==> src/rtl/clock_pkg.sv <==
// Shared definitions for the clock-face time controller: mode encoding,
// field moduli and the field width.
package clock_pkg;

  typedef enum logic [1:0] {
    MODE_RUN      = 2'd0,
    MODE_SET_HOUR = 2'd1,
    MODE_SET_MIN  = 2'd2,
    MODE_SET_SEC  = 2'd3
  } mode_e;

  localparam int unsigned HOURS_PER_DAY = 24;
  localparam int unsigned MIN_SEC_MOD   = 60;
  localparam int unsigned TIME_W        = 6;

  // RUN -> SET_HOUR -> SET_MIN -> SET_SEC -> RUN relies on the 2-bit wrap.
  function automatic mode_e next_mode(mode_e m);
    return mode_e'(m + 2'd1);
  endfunction

endpackage

==> src/rtl/clock_time_ctrl_if.sv <==
// Button/vsync inputs and display outputs of the time controller.
interface clock_time_ctrl_if;
  import clock_pkg::*;

  logic              btn_mode;
  logic              btn_inc;
  logic              btn_dec;
  logic              vsync;
  logic [TIME_W-1:0] hour;
  logic [TIME_W-1:0] minute;
  logic [TIME_W-1:0] second;
  logic [1:0]        mode;
  logic              blink;
  logic              sec_tick;

  modport master (
    output btn_mode, btn_inc, btn_dec, vsync,
    input  hour, minute, second, mode, blink, sec_tick
  );

  modport slave (
    input  btn_mode, btn_inc, btn_dec, vsync,
    output hour, minute, second, mode, blink, sec_tick
  );

endinterface

==> src/rtl/mod_counter.sv <==
// Wrapping up/down counter modulo MODULUS; carry flags an increment that wraps.
module mod_counter
  import clock_pkg::*;
#(
  parameter int unsigned MODULUS = 60
) (
  input  logic              clk,
  input  logic              clr,
  input  logic              inc,
  input  logic              dec,
  output logic [TIME_W-1:0] value,
  output logic              carry
);

  localparam logic [TIME_W-1:0] MAX_VAL = TIME_W'(MODULUS - 1);

  logic [TIME_W-1:0] value_q, value_d;

  assign carry = inc && (value_q == MAX_VAL);
  assign value = value_q;

  always_comb begin
    value_d = value_q;
    if (inc) begin
      value_d = carry ? '0 : value_q + 1'b1;
    end else if (dec) begin
      value_d = (value_q == '0) ? MAX_VAL : value_q - 1'b1;
    end
  end

  always_ff @(posedge clk) begin
    if (clr) value_q <= '0;
    else     value_q <= value_d;
  end

endmodule

==> src/rtl/clock_time_ctrl.sv <==
// 24-hour timekeeper with button set mode; display copy reloads only on vsync
// falling edges so the renderer never sees a mid-frame change.
module clock_time_ctrl
  import clock_pkg::*;
#(
  parameter int unsigned CLK_HZ       = 50000000,
  parameter int unsigned BLINK_CYCLES = 12500000
) (
  input logic              clk,
  input logic              rst,
  clock_time_ctrl_if.slave bus
);

  localparam int unsigned PRESC_W = (CLK_HZ > 1) ? $clog2(CLK_HZ) : 1;
  localparam int unsigned BLINK_W = (BLINK_CYCLES > 1) ? $clog2(BLINK_CYCLES) : 1;
  localparam logic [PRESC_W-1:0] PRESC_MAX = PRESC_W'(CLK_HZ - 1);
  localparam logic [BLINK_W-1:0] BLINK_MAX = BLINK_W'(BLINK_CYCLES - 1);

  // Input history, bit order {vsync, dec, inc, mode}.
  logic [3:0]         in_cur_q, in_prev_q;
  mode_e              mode_q;
  logic               blink_q, sec_tick_q;
  logic [PRESC_W-1:0] presc_q;
  logic [BLINK_W-1:0] blink_cnt_q;
  logic [TIME_W-1:0]  hour_q, minute_q, second_q;

  logic mode_evt, inc_evt, dec_evt, vsync_fall;
  logic in_run, tick, adj_ok, adj_inc, adj_dec;
  logic [TIME_W-1:0] hour_live, min_live, sec_live;
  logic sec_carry, min_carry, hour_carry;

  assign mode_evt   = in_cur_q[0] & ~in_prev_q[0];
  assign inc_evt    = in_cur_q[1] & ~in_prev_q[1];
  assign dec_evt    = in_cur_q[2] & ~in_prev_q[2];
  assign vsync_fall = ~in_cur_q[3] & in_prev_q[3];

  assign in_run  = (mode_q == MODE_RUN);
  // A mode change takes priority over both the tick and any field adjust.
  assign tick    = in_run && !mode_evt && (presc_q == PRESC_MAX);
  assign adj_ok  = !in_run && !mode_evt && (inc_evt ^ dec_evt);
  assign adj_inc = adj_ok && inc_evt;
  assign adj_dec = adj_ok && dec_evt;

  always_ff @(posedge clk) begin
    if (rst) begin
      in_cur_q    <= '0;
      in_prev_q   <= '0;
      mode_q      <= MODE_RUN;
      blink_q     <= 1'b0;
      sec_tick_q  <= 1'b0;
      presc_q     <= '0;
      blink_cnt_q <= '0;
    end else begin
      in_cur_q   <= {bus.vsync, bus.btn_dec, bus.btn_inc, bus.btn_mode};
      in_prev_q  <= in_cur_q;
      sec_tick_q <= tick;
      if (mode_evt) begin
        mode_q      <= next_mode(mode_q);
        presc_q     <= '0;
        blink_cnt_q <= '0;
        blink_q     <= (next_mode(mode_q) != MODE_RUN);
      end else if (in_run) begin
        presc_q     <= tick ? '0 : presc_q + 1'b1;
        blink_cnt_q <= '0;
        blink_q     <= 1'b0;
      end else begin
        presc_q <= '0;
        if (blink_cnt_q == BLINK_MAX) begin
          blink_cnt_q <= '0;
          blink_q     <= ~blink_q;
        end else begin
          blink_cnt_q <= blink_cnt_q + 1'b1;
        end
      end
    end
  end

  mod_counter #(.MODULUS(MIN_SEC_MOD)) u_sec (
    .clk   (clk),
    .clr   (rst),
    .inc   (tick || (adj_inc && mode_q == MODE_SET_SEC)),
    .dec   (adj_dec && mode_q == MODE_SET_SEC),
    .value (sec_live),
    .carry (sec_carry)
  );

  // Carries only propagate on real ticks; set-mode wraps stay within the field.
  mod_counter #(.MODULUS(MIN_SEC_MOD)) u_min (
    .clk   (clk),
    .clr   (rst),
    .inc   ((tick && sec_carry) || (adj_inc && mode_q == MODE_SET_MIN)),
    .dec   (adj_dec && mode_q == MODE_SET_MIN),
    .value (min_live),
    .carry (min_carry)
  );

  mod_counter #(.MODULUS(HOURS_PER_DAY)) u_hour (
    .clk   (clk),
    .clr   (rst),
    .inc   ((tick && sec_carry && min_carry) || (adj_inc && mode_q == MODE_SET_HOUR)),
    .dec   (adj_dec && mode_q == MODE_SET_HOUR),
    .value (hour_live),
    .carry (hour_carry)
  );

  always_ff @(posedge clk) begin
    if (rst) begin
      hour_q   <= '0;
      minute_q <= '0;
      second_q <= '0;
    end else if (vsync_fall) begin
      hour_q   <= hour_live;
      minute_q <= min_live;
      second_q <= sec_live;
    end
  end

  assign bus.hour     = hour_q;
  assign bus.minute   = minute_q;
  assign bus.second   = second_q;
  assign bus.mode     = mode_q;
  assign bus.blink    = blink_q;
  assign bus.sec_tick = sec_tick_q & ~hour_carry;

endmodule

==> src/flat_wrapper.sv <==
// flat-port wrapper written by rule: the top's interface ports become plain ports
module clock_time_ctrl_flat import clock_pkg::*;
#(
  parameter int unsigned CLK_HZ       = 50000000,
  parameter int unsigned BLINK_CYCLES = 12500000
)
  (clk, rst, bus_btn_mode, bus_btn_inc, bus_btn_dec, bus_vsync, bus_hour, bus_minute, bus_second, bus_mode, bus_blink, bus_sec_tick);
  clock_time_ctrl_if bus_i ();
  input logic clk;
  input logic rst;
  input wire logic [$bits(bus_i.btn_mode)-1:0] bus_btn_mode;
  input wire logic [$bits(bus_i.btn_inc)-1:0] bus_btn_inc;
  input wire logic [$bits(bus_i.btn_dec)-1:0] bus_btn_dec;
  input wire logic [$bits(bus_i.vsync)-1:0] bus_vsync;
  output wire logic [$bits(bus_i.hour)-1:0] bus_hour;
  output wire logic [$bits(bus_i.minute)-1:0] bus_minute;
  output wire logic [$bits(bus_i.second)-1:0] bus_second;
  output wire logic [$bits(bus_i.mode)-1:0] bus_mode;
  output wire logic [$bits(bus_i.blink)-1:0] bus_blink;
  output wire logic [$bits(bus_i.sec_tick)-1:0] bus_sec_tick;
  assign bus_i.btn_mode = bus_btn_mode;
  assign bus_i.btn_inc = bus_btn_inc;
  assign bus_i.btn_dec = bus_btn_dec;
  assign bus_i.vsync = bus_vsync;
  assign bus_hour = bus_i.hour;
  assign bus_minute = bus_i.minute;
  assign bus_second = bus_i.second;
  assign bus_mode = bus_i.mode;
  assign bus_blink = bus_i.blink;
  assign bus_sec_tick = bus_i.sec_tick;
  clock_time_ctrl #(.CLK_HZ(CLK_HZ), .BLINK_CYCLES(BLINK_CYCLES)) u_core (.clk(clk), .rst(rst), .bus(bus_i));
endmodule
==> config.mk <==
export PLATFORM = sky130hd
export DESIGN_NAME = clock_time_ctrl_flat
export DESIGN_NICKNAME = d
export VERILOG_FILES = /design/src/rtl/clock_pkg.sv /design/src/rtl/clock_time_ctrl_if.sv /design/src/rtl/mod_counter.sv /design/src/rtl/clock_time_ctrl.sv /design/src/flat_wrapper.sv
export SDC_FILE = /design/constraint.sdc
export NUM_CORES = 1
export LEC_CHECK = 0
export ABC_AREA = 1
export CAP_MARGIN = 10
export CORE_ASPECT_RATIO = 0.6
export CORE_MARGIN = 3
export CORE_UTILIZATION = 55
export CTS_BUF_LIST = sky130_fd_sc_hd__clkbuf_4 sky130_fd_sc_hd__clkbuf_8 sky130_fd_sc_hd__clkbuf_16
export DETAILED_ROUTE_END_ITERATION = 7
export PLACE_DENSITY = 0.73
export SLEW_MARGIN = 20
export SYNTH_ARGS = -nofsm -noshare
export SYNTH_HDL_FRONTEND = slang
export SYNTH_HIERARCHICAL = 1
export SYNTH_SLANG_ARGS = --single-unit
==> constraint.sdc <==
create_clock -name clk -period 7.15 [get_ports clk]
set_input_delay 1.0725 -clock clk [delete_from_list [all_inputs] [get_ports clk]]
set_output_delay 1.0725 -clock clk [all_outputs]
set_load 0.03 [all_outputs]
==> results of run 1 <==
==> cell type report <==
class                           count  area, um2  area share, %
Multi-Input combinational cell    619       3070           49.9
Clock buffer                       12        254           4.12
Sequential cell                    98       1960           31.9
Tap cell                          130        163           2.64
Timing Repair Buffer               28        278           4.51
Clock inverter                      4       51.3          0.833
Inverter                          101        379           6.16
==> state kept, by name (all words and copies together), names as in the netlist <==
name,count
u_core/bus.hour,6
u_core/u_sec/value,6
u_core/u_hour/value,6
u_core/bus.blink,1
u_core/u_min/value,6
u_core/sec_tick_q,1
u_core/bus.minute,6
u_core/bus.second,6
u_core/in_cur_q,4
u_core/blink_cnt_q,24
u_core/bus.mode,2
u_core/in_prev_q,4
u_core/presc_q,26
==> per-stage QoR <==
stage | setup WS [ps] | hold slack [ps] | total power, mW
3_3_place_gp | 2130 | 412 | 0.657
5_1_grt | 1070 | 474 | 1.18
6_report | 1540 | 434 | 1.14
3_5_place_dp | 1970 | 428 | 0.658
4_1_cts | 1590 | 444 | 1.15
2_1_floorplan | 2860 | 402 | 0.634
==> power groups by stage <==
stage | Clock (mW) | Combinational [mW] | Sequential (mW)
5_1_grt | 0.525 | 0.0903 | 0.566
6_report | 0.491 | 0.0815 | 0.565
3_3_place_gp | 0 | 0.0795 | 0.577
3_5_place_dp | 0 | 0.0807 | 0.577
2_1_floorplan | 0 | 0.0468 | 0.587
4_1_cts | 0.504 | 0.0811 | 0.565
==> cell families (layout without fill, tap and decap cells) <==
| kind of cell | count (synthesis) | count (layout) | synth area share [%] |
|---|---|---|---|
| flip-flops | 98 | 98 | 35.5 |
| XOR/XNOR | 37 | 37 | 5.87 |
| adder cells (fa/ha/maj) | 16 | 16 | 3.62 |
| buffers and inverters | 115 | 145 | 8.88 |
| AO/OA/AOI/OAI | 91 | 91 | 8.95 |
| AND/OR/NAND/NOR | 475 | 475 | 37.2 |
==> per-layer routing <==
layer	vias to the layer above	part of all wire (%)	wire length [um]
met5	-	0	0
met4	0	0.96	118
met3	8	8.5	1050
met2	215	39	4840
met1	2264	51	6350
li1	2637	-	-
==> cell usage in the layout, fill, tap and decap left out, drive strengths merged, types with 3 or more instances in the layout <==
cell and n:
clkinv 3, clkdlybuf4s50 27, xor2 20, dfxtp 98
xnor2 17, o21ai 45, clkbuf 12, o21bai 3
a21oi 41, nand2 194, nor3 3, nand3 54
inv 100, nor2 202, nand4 7, ha 16
or2 6, nand3b 9
==> worst min-delay path, stage by stage (launching register included) <==
cell and delay [ps]:
dfxtp_1 300, inv_1 60, nor2_1 40
==> worst max-delay path by stage <==
stage	endpoint	slack [ps]
floorplan	bus_sec_tick	2860
global placement	bus_sec_tick	2130
detailed placement	bus_sec_tick	1970
CTS	bus_sec_tick	1590
global route	bus_sec_tick	1070
finish	bus_sec_tick	1540
==> impl_metrics.json, run 1 <==
{
  "critPathTopFamily": "simple AND/OR/NAND/NOR gates",
  "final_nets": 879,
  "grt_use_met3_pct": 4.40,
  "status": "finished, final reports clean",
  "vias": 5124,
  "min_to": "u_core/in_prev_q[3]$_SDFF_PP0_",
  "max-cap-violations": 0,
  "antenna_cells": 0,
  "hold_class": "flip-flop to flip-flop",
  "start_kind": "flip-flop",
  "first_pass_iters": 5,
  "post_cts_buffers": 0,
  "cp_max_fo": 7,
  "finalSetupTns_ps": 0,
  "gp_congestion": 1.03,
  "synth.area.top_cells": "dfxtp_1 (36%), nand2_1 (13%), nor2_1 (12%), inv_1 (6.3%), nand3_1 (4.3%)",
  "worstSkewPairLatency_ps": 340,
  "holdPathStages": 2,
  "stdcell_count": 992,
  "tightest_slew_ps": 895,
  "power_leakage_nw": 2.40,
  "synth_seq_area_share_pct": 35.5,
  "fin_skew_ps": 10.8,
  "cts_resized": 0,
  "via_per_inst": 5.17,
  "hold_viol": 0,
  "global_route.usage.met2_pct": 31.0,
  "met1_usage_pct": 35.5,
  "postRouteAntennaNets": 0,
  "busiest_layer": "met1",
  "drt_wl_total_um": 12400,
  "fmax_mhz": 178,
  "netlist_area_um2": 5520,
  "syn_inst": 832,
  "grt_max_degree": 26,
  "worstSetupEndpointType": "primary output",
  "r2r_cells": 24,
  "r2r-end": "u_core/u_hour/value[3]$_SDFFE_PP0P_",
  "setup_viol": 0,
  "cts_buffer_depth": 2,
  "grt_pass1_wl_um": 21300,
  "dp_hpwl_um": 9230,
  "post_drt_wl_per_cell_um": 12.5,
  "switchingPower_mw": 0.264,
  "synth_seq_cells": 98,
  "seq_power_share_pct": 49.7,
  "areaGrowthSynthToFinish_pct": 11.5,
  "io_buffer_count": 27,
  "finalCritPeriodShare_pct": 78.4,
  "cpMostUsedCell": "nand2_1",
  "crit_buf_inv": 6,
  "min_period_ps": 5610,
  "grt_pass1_vias": 4492,
  "synth_common_cells": "nand2_1 (188), nor2_1 (181), dfxtp_1 (98)",
  "power.share.clock_pct": 43.2,
  "r2r_start": "u_core/presc_q[0]$_SDFF_PP0_",
  "r2r_slack_ps": 3250,
  "grt.total_usage_pct": 22.6,
  "crit_cells": 23,
  "cts_root_buf": "clkbuf_16",
  "die-width_um": 135,
  "antenna_found_initial": 0,
  "peakVddDrop_v": 0.000140,
  "combinationalPowerShare_pct": 7.2,
  "dpl_cell_area_um2": 5850,
  "post-route-util_pct": 65.1,
  "criticalPathCategory": "flip-flop to primary output",
  "cpMaxStageDelayCell": "o21ai_0",
  "cts_sinks": 98,
  "die_y_um": 83.6,
  "syn-num-nets": 854,
  "power_density_nw_per_um2": 185,
  "grt_overflow": 0,
  "syn_area_per_cell_um2": 6.64,
  "coreArea_um2": 9460,
  "p_int_mw": 0.874,
  "synth_top_area_share_pct": 35.5,
  "drive_above_1_share_pct": 7.89,
  "startpoint": "u_core/presc_q[0]$_SDFF_PP0_",
  "clkTransAtPathRegs_ps": 70,
  "yosys_warnings": 6,
  "synthFlopType": "dfxtp_1",
  "design_area_um2": 6160,
  "synthArstFlopShare_pct": 0,
  "post-route-drc-count": 0,
  "hold_buffers": 0,
  "ys_types": 35,
  "io_pins": 28,
  "numCtsBuffers": 9,
  "rsz0062_at_grt": "false",
  "cts.htree.levels": 3,
  "die_area_um2": 11300,
  "sw_frac_of_total_pct": 23.2,
  "drt_iter0_markers": 491,
  "fillerInstances": 853,
  "slowest_delay_ps": 720,
  "place_inst": 976,
  "start_util_pct": 58.4,
  "synth_most_common_cell": "nand2_1",
  "slew_violations": 0,
  "row_count": 27,
  "cp_cell_sequence": "ha_1, nand3_2, nor2_1, nand2_2, o21ai_0, inv_2, nor2_1, nand2_1, inv_1, nand3_1, nand2_1, inv_2, nor2_1, nand2_1, inv_1, nand4_1, nand2_1, nand2_1, nor2_1, nand2_1, inv_1, nor2_1, clkdlybuf4s50_1",
  "synth_edf_count": 0,
  "hold_start": "u_core/in_cur_q[3]$_SDFF_PP0_",
  "cp.arrival_ps": 4530,
  "cts_tree": "done",
  "relSlewSlack_pct": 39.7,
  "required_ps": 6080,
  "yosysTopAreaCell": "dfxtp_1"
}
No activity file was read; power rests on OpenSTA's default activity.
==> inputs of run 2 (changes only) <==
==> constraint.sdc (replaced) <==
create_clock -name clk -period 5.4 [get_ports clk]
set_input_delay 0.81 -clock clk [delete_from_list [all_inputs] [get_ports clk]]
set_output_delay 0.81 -clock clk [all_outputs]
set_load 0.03 [all_outputs]
==> run 2 against run 1 <==
  * Register-to-register slack worse by 1300 ps
  * Clock skew down 1.9 ps
  * Sequential share of layout area decreased by 0.058 points
  * Hold slack worse by 2.3 ps
  * Sequential cell count unchanged
  * Critical path type unchanged
  * Critical endpoint unchanged
  * Largest cell class unchanged
==> impl_metrics.json, run 2 (synthesis results as in run 1) <==
{
  "post-route-drc-count": 0,
  "regMostFlops": "u_core/presc_q",
  "grt_overflow": 0,
  "cp.arrival_ps": 4120,
  "max-cap-violations": 0,
  "postRouteAntennaNets": 0,
  "power_leakage_nw": 2.41,
  "die-width_um": 135,
  "final_nets": 880,
  "final_cell_mix": "nand2_1 (188), nor2_1 (181), dfxtp_1 (98)",
  "crit_cells": 25,
  "numCtsBuffers": 9,
  "status": "finished, final reports clean",
  "critPathTopFamily": "simple AND/OR/NAND/NOR gates",
  "cpMaxStageDelayCell": "clkdlybuf4s50_1",
  "cts_sinks": 98,
  "vias": 5167,
  "final_common_cell": "nand2_1",
  "grt_pass1_wl_um": 21900,
  "drive_above_1_share_pct": 8.23,
  "min_period_ps": 4930,
  "grt_max_degree": 26,
  "rsz0062_at_grt": "false",
  "hold_class": "flip-flop to flip-flop",
  "finalSetupTns_ps": 0,
  "antenna_cells": 0,
  "required_ps": 4590,
  "holdPathStages": 2,
  "crit_buf_inv": 8,
  "die_area_um2": 11300,
  "setup_viol": 0,
  "post_drt_wl_per_cell_um": 13.0,
  "io_buffer_count": 27,
  "fillerInstances": 876,
  "cts.htree.levels": 3,
  "gp_congestion": 0.994,
  "hold_viol": 0,
  "cp_max_fo": 7,
  "grt.total_usage_pct": 23.6,
  "slew_violations": 0,
  "areaGrowthSynthToFinish_pct": 11.7,
  "cts_buffer_depth": 2,
  "reg_top3": "u_core/presc_q (26), u_core/blink_cnt_q (24)",
  "cts_tree": "done",
  "coreArea_um2": 9460,
  "hold_buffers": 0,
  "dp_hpwl_um": 9610,
  "first_pass_iters": 5,
  "row_count": 27,
  "cpMostUsedCell": "nand2_1",
  "drt_iter0_markers": 437,
  "criticalPathCategory": "flip-flop to primary output",
  "worstSkewPairLatency_ps": 360,
  "slowest_delay_ps": 580,
  "start_util_pct": 58.4,
  "start_kind": "flip-flop",
  "post_cts_buffers": 0,
  "grt_pass1_vias": 4619,
  "via_per_inst": 5.20,
  "stdcell_count": 993,
  "tightest_slew_ps": 610,
  "power_density_nw_per_um2": 246,
  "clkTransAtPathRegs_ps": 70,
  "worstSetupEndpointType": "primary output",
  "r2r_cells": 26,
  "fmax_mhz": 203,
  "largest_reg_flops": 26,
  "p_total_mw": 1.52,
  "peakVddDrop_v": 0.000173,
  "drt_wl_total_um": 12900,
  "fin_skew_ps": 8.89,
  "die_y_um": 83.6,
  "cts_root_buf": "clkbuf_16",
  "post-route-util_pct": 65.2,
  "place_inst": 977,
  "relSlewSlack_pct": 59.3,
  "antenna_found_initial": 0,
  "io_pins": 28,
  "finalCritPeriodShare_pct": 91.2
}
## run 2: cell types whose count changed in the layout (fill, tap and decap cells not counted)
cell | before | now
nor3_2 | 0 | 1
clkbuf_8 | 1 | 0
clkbuf_4 | 2 | 0
clkinv_2 | 1 | 2
o21ai_0 | 33 | 32
nor3_1 | 3 | 2
buf_4 | 1 | 2
clkinvlp_4 | 1 | 0
inv_6 | 0 | 3
o21ai_2 | 0 | 1
## run 2: tightest hold or removal path: cells and delay by family, from the launching register on
| kind | cells | cell delay [ps] |
|---|---|---|
| buffers and inverters | 1 | 60 |
| AND/OR/NAND/NOR | 1 | 40 |
| flip-flops | 1 | 300 |
## run 2: repair_timing
item                       in CTS  in global routing
setup endpoints to repair       0                  1
resized for setup               0                  3
hold endpoints to repair        0                  0
## run 2: worst paths after layout
| kind | from | to | slack, ps |
|---|---|---|---|
| worst max-delay path | u_core/bus.mode[0]$_SDFFE_PP0P_ | bus_sec_tick | 470 |
| worst min register to register | u_core/in_cur_q[1]$_SDFF_PP0_ | u_core/in_prev_q[1]$_SDFF_PP0_ | 430 |
| worst max register to register | u_core/bus.mode[0]$_SDFFE_PP0P_ | u_core/u_hour/value[3]$_SDFFE_PP0P_ | 1940 |
| worst min-delay path | u_core/in_cur_q[1]$_SDFF_PP0_ | u_core/in_prev_q[1]$_SDFF_PP0_ | 430 |
## run 2: per-layer routing
layer | up-vias | global-route usage (%) | routed length [um]
li1 | 2638 | - | -
met1 | 2332 | 36.0 | 6590
met2 | 182 | 32.8 | 5170
met3 | 15 | 5.42 | 1030
met4 | 0 | 6.77 | 143
met5 | - | 0 | 0
## run 2: per-stage QoR
step / setup slack (ps) / hold slack, ps / area, um2
3_3_place_gp: 640 / 416 / 5860
2_1_floorplan: 1380 / 402 / 5520
6_report: 474 / 432 / 6170
3_5_place_dp: 474 / 425 / 5860
4_1_cts: 97.8 / 432 / 6160
5_1_grt: 75.9 / 452 / 6170
## run 2: power breakdown
group / switching, mW / leakage [nW] / internal, mW
Sequential: 0.0118 / 0.794 / 0.737
Combinational: 0.0711 / 1.46 / 0.0382
Clock: 0.295 / 0.151 / 0.363
Total: 0.378 / 2.41 / 1.14
## run 2: layout make-up
| type | instances | area, um2 | area share [%] |
|---|---|---|---|
| tap | 130 | 163 | 2.64 |
| multi-input combinational | 619 | 3080 | 49.9 |
| timing repair buffer | 29 | 285 | 4.62 |
| clock buffer | 9 | 225 | 3.65 |
| sequential | 98 | 1960 | 31.8 |
| inverter | 101 | 379 | 6.14 |
| clock inverter | 7 | 75.1 | 1.22 |
==> inputs of run 3 (changes only) <==
--- a/config.mk
+++ b/config.mk
@@ -12,7 +12,8 @@
 export CORE_UTILIZATION = 55
 export CTS_BUF_LIST = sky130_fd_sc_hd__clkbuf_4 sky130_fd_sc_hd__clkbuf_8 sky130_fd_sc_hd__clkbuf_16
 export DETAILED_ROUTE_END_ITERATION = 7
-export PLACE_DENSITY = 0.73
+export DONT_BUFFER_PORTS = 1
+export PLACE_DENSITY = 0.69
 export SLEW_MARGIN = 20
 export SYNTH_ARGS = -nofsm -noshare
 export SYNTH_HDL_FRONTEND = slang
==> run 3 against run 2 <==
  * Wire length shrank 0.38%
  * Count of clock-buffer cells in the layout grew 1
  * Die area is the same
  * Critical path type unchanged
  * Clock skew grew 2.6 ps
  * Setup slack lost 5.7 ps
  * Cell count shrank 2.8%
  * First-iteration DRC count grew 16%
  * Power shrank 3.0%
==> impl_metrics.json, run 3 (synthesis results as in run 1) <==
{
  "status": "finished, final reports clean",
  "cp.arrival_ps": 4120,
  "areaGrowthSynthToFinish_pct": 6.48,
  "reg_top3": "u_core/presc_q (26), u_core/blink_cnt_q (24)",
  "switchingPower_mw": 0.376,
  "drt_iter0_markers": 507,
  "post-route-drc-count": 0,
  "grt.total_usage_pct": 22.7,
  "drt_wl_total_um": 12900,
  "cts_root_buf": "clkbuf_16",
  "stdcell_count": 965,
  "power_density_nw_per_um2": 250,
  "p_int_mw": 1.09,
  "cts_buffer_depth": 2,
  "regMostFlops": "u_core/presc_q",
  "die_area_um2": 11300,
  "coreArea_um2": 9460,
  "seq_power_share_pct": 52.1,
  "slew_violations": 0,
  "cp_max_fo": 7,
  "finalSetupTns_ps": 0,
  "grt_overflow": 0,
  "finalCritPeriodShare_pct": 91.3,
  "grt_max_degree": 26,
  "grt_pass1_vias": 4542,
  "start_kind": "flip-flop",
  "regArea_um2": 1960,
  "cpMostUsedCell": "nand2_1",
  "largest_reg_flops": 26,
  "gp_congestion": 0.993,
  "final_nets": 852,
  "cpMaxStageDelayCell": "dfxtp_2",
  "die_y_um": 83.6,
  "post-route-util_pct": 62.2,
  "p_total_mw": 1.47,
  "pre_cts_ws_ps": 771,
  "postRouteAntennaNets": 0,
  "slowest_delay_ps": 460,
  "tightest_slew_ps": 799,
  "start_util_pct": 58.4,
  "criticalPathCategory": "flip-flop to primary output",
  "dp_hpwl_um": 9600,
  "hold_viol": 0,
  "combinationalPowerShare_pct": 4.7,
  "hold_class": "flip-flop to flip-flop",
  "relSlewSlack_pct": 46.2,
  "design_area_um2": 5880,
  "worst_slack_ps": 469,
  "first_pass_iters": 5,
  "via_per_inst": 5.29,
  "whs_ps": 426,
  "io_pins": 28,
  "peakVddDrop_v": 0.000171,
  "antenna_cells": 0,
  "post_cts_buffers": 0,
  "cts_tree": "done",
  "grt_pass1_wl_um": 21400,
  "power.share.clock_pct": 43.2,
  "numCtsBuffers": 9,
  "cp_cell_sequence": "inv_1, ha_1, inv_1, nand2_1, nor3_1, nand2_1, o21ai_0, inv_2, nor2_1, nand2_1, inv_1, nand3_1, nand2_1, inv_2, nor2_1, nand2_1, inv_1, nand4_1, nand2_1, nand2_1, nor2_1, nand2_1, inv_1, nor2_1",
  "fillerInstances": 895,
  "fmax_mhz": 203,
  "io_buffer_count": 0,
  "antenna_found_initial": 0,
  "sw_frac_of_total_pct": 25.6,
  "place_inst": 949,
  "cts.htree.levels": 3,
  "final_cell_mix": "nand2_1 (188), nor2_1 (181), dfxtp_1 (96)",
  "setup_viol": 0,
  "worstSkewPairLatency_ps": 350,
  "row_count": 27,
  "dpl_cell_area_um2": 5580,
  "worstSetupEndpointType": "primary output",
  "clkTransAtPathRegs_ps": 80,
  "die-width_um": 135,
  "max-cap-violations": 0,
  "post_drt_wl_per_cell_um": 13.4,
  "drive_above_1_share_pct": 8.38,
  "min_period_ps": 4930,
  "cts_sinks": 98,
  "final_common_cell": "nand2_1",
  "rsz0062_at_grt": "false",
  "power_leakage_nw": 2.30,
  "vias": 5106,
  "multi_input_area_um2": 3070,
  "required_ps": 4590,
  "fin_skew_ps": 11.5
}
run 3: cell count changes in the layout (fill, tap and decap cells not counted), sizes merged:
cell	before	now
clkdlybuf4s50	27	0
buf	2	1
bufinv	1	0
clkbuf	9	10
run 3: final timing paths:
check / startpoint / slack (ps) / endpoint / depth (start not counted)
setup / recovery: u_core/bus.mode[0]$_SDFFE_PP0P_ / 470 / bus_sec_tick / 24
hold / removal: u_core/in_cur_q[0]$_SDFF_PP0_ / 430 / u_core/in_prev_q[0]$_SDFF_PP0_ / 2
setup reg to reg: u_core/bus.mode[0]$_SDFFE_PP0P_ / 1410 / u_core/u_hour/value[3]$_SDFFE_PP0P_ / 25
hold reg to reg: u_core/in_cur_q[0]$_SDFF_PP0_ / 430 / u_core/in_prev_q[0]$_SDFF_PP0_ / 2
run 3: layer usage:
layer / GRT usage (%) / vias up / wire, um
met5: 0 / - / 0
met4: 5.40 / 0 / 108
met3: 5.90 / 16 / 1080
met2: 31.7 / 206 / 5210
met1: 34.6 / 2290 / 6490
li1: - / 2594 / -
run 3: cell type report:
class | instances | share of cell area [%]
Clock buffer | 10 | 4.06
Clock inverter | 6 | 0.979
Inverter | 101 | 6.45
Multi-Input combinational cell | 619 | 52.2
Sequential cell | 98 | 33.4
Tap cell | 130 | 2.77
Timing Repair Buffer | 1 | 0.128
run 3: critical path, delay by kind of cell (launching register included):
kind                     cells  cell delay (ps)
buffers and inverters        7              650
adder cells (fa/ha/maj)      1              230
AO/OA/AOI/OAI                1              320
AND/OR/NAND/NOR             15             2110
flip-flops                   1              460
run 3: power groups by stage:
stage                     logic (mW)  clock network (mW)  registers, mW
after floorplan               0.0619                   0          0.778
after global placement        0.0663                   0          0.782
after detailed placement      0.0682                   0          0.783
after CTS                     0.0685               0.646          0.766
after global routing          0.0797               0.678          0.768
final                         0.0692               0.635          0.766
run 3: repair_timing:
item,4_1_cts,5_1_grt
hold buffers,0,0
setup endpoints to repair,0,1
gates resized for setup,0,2
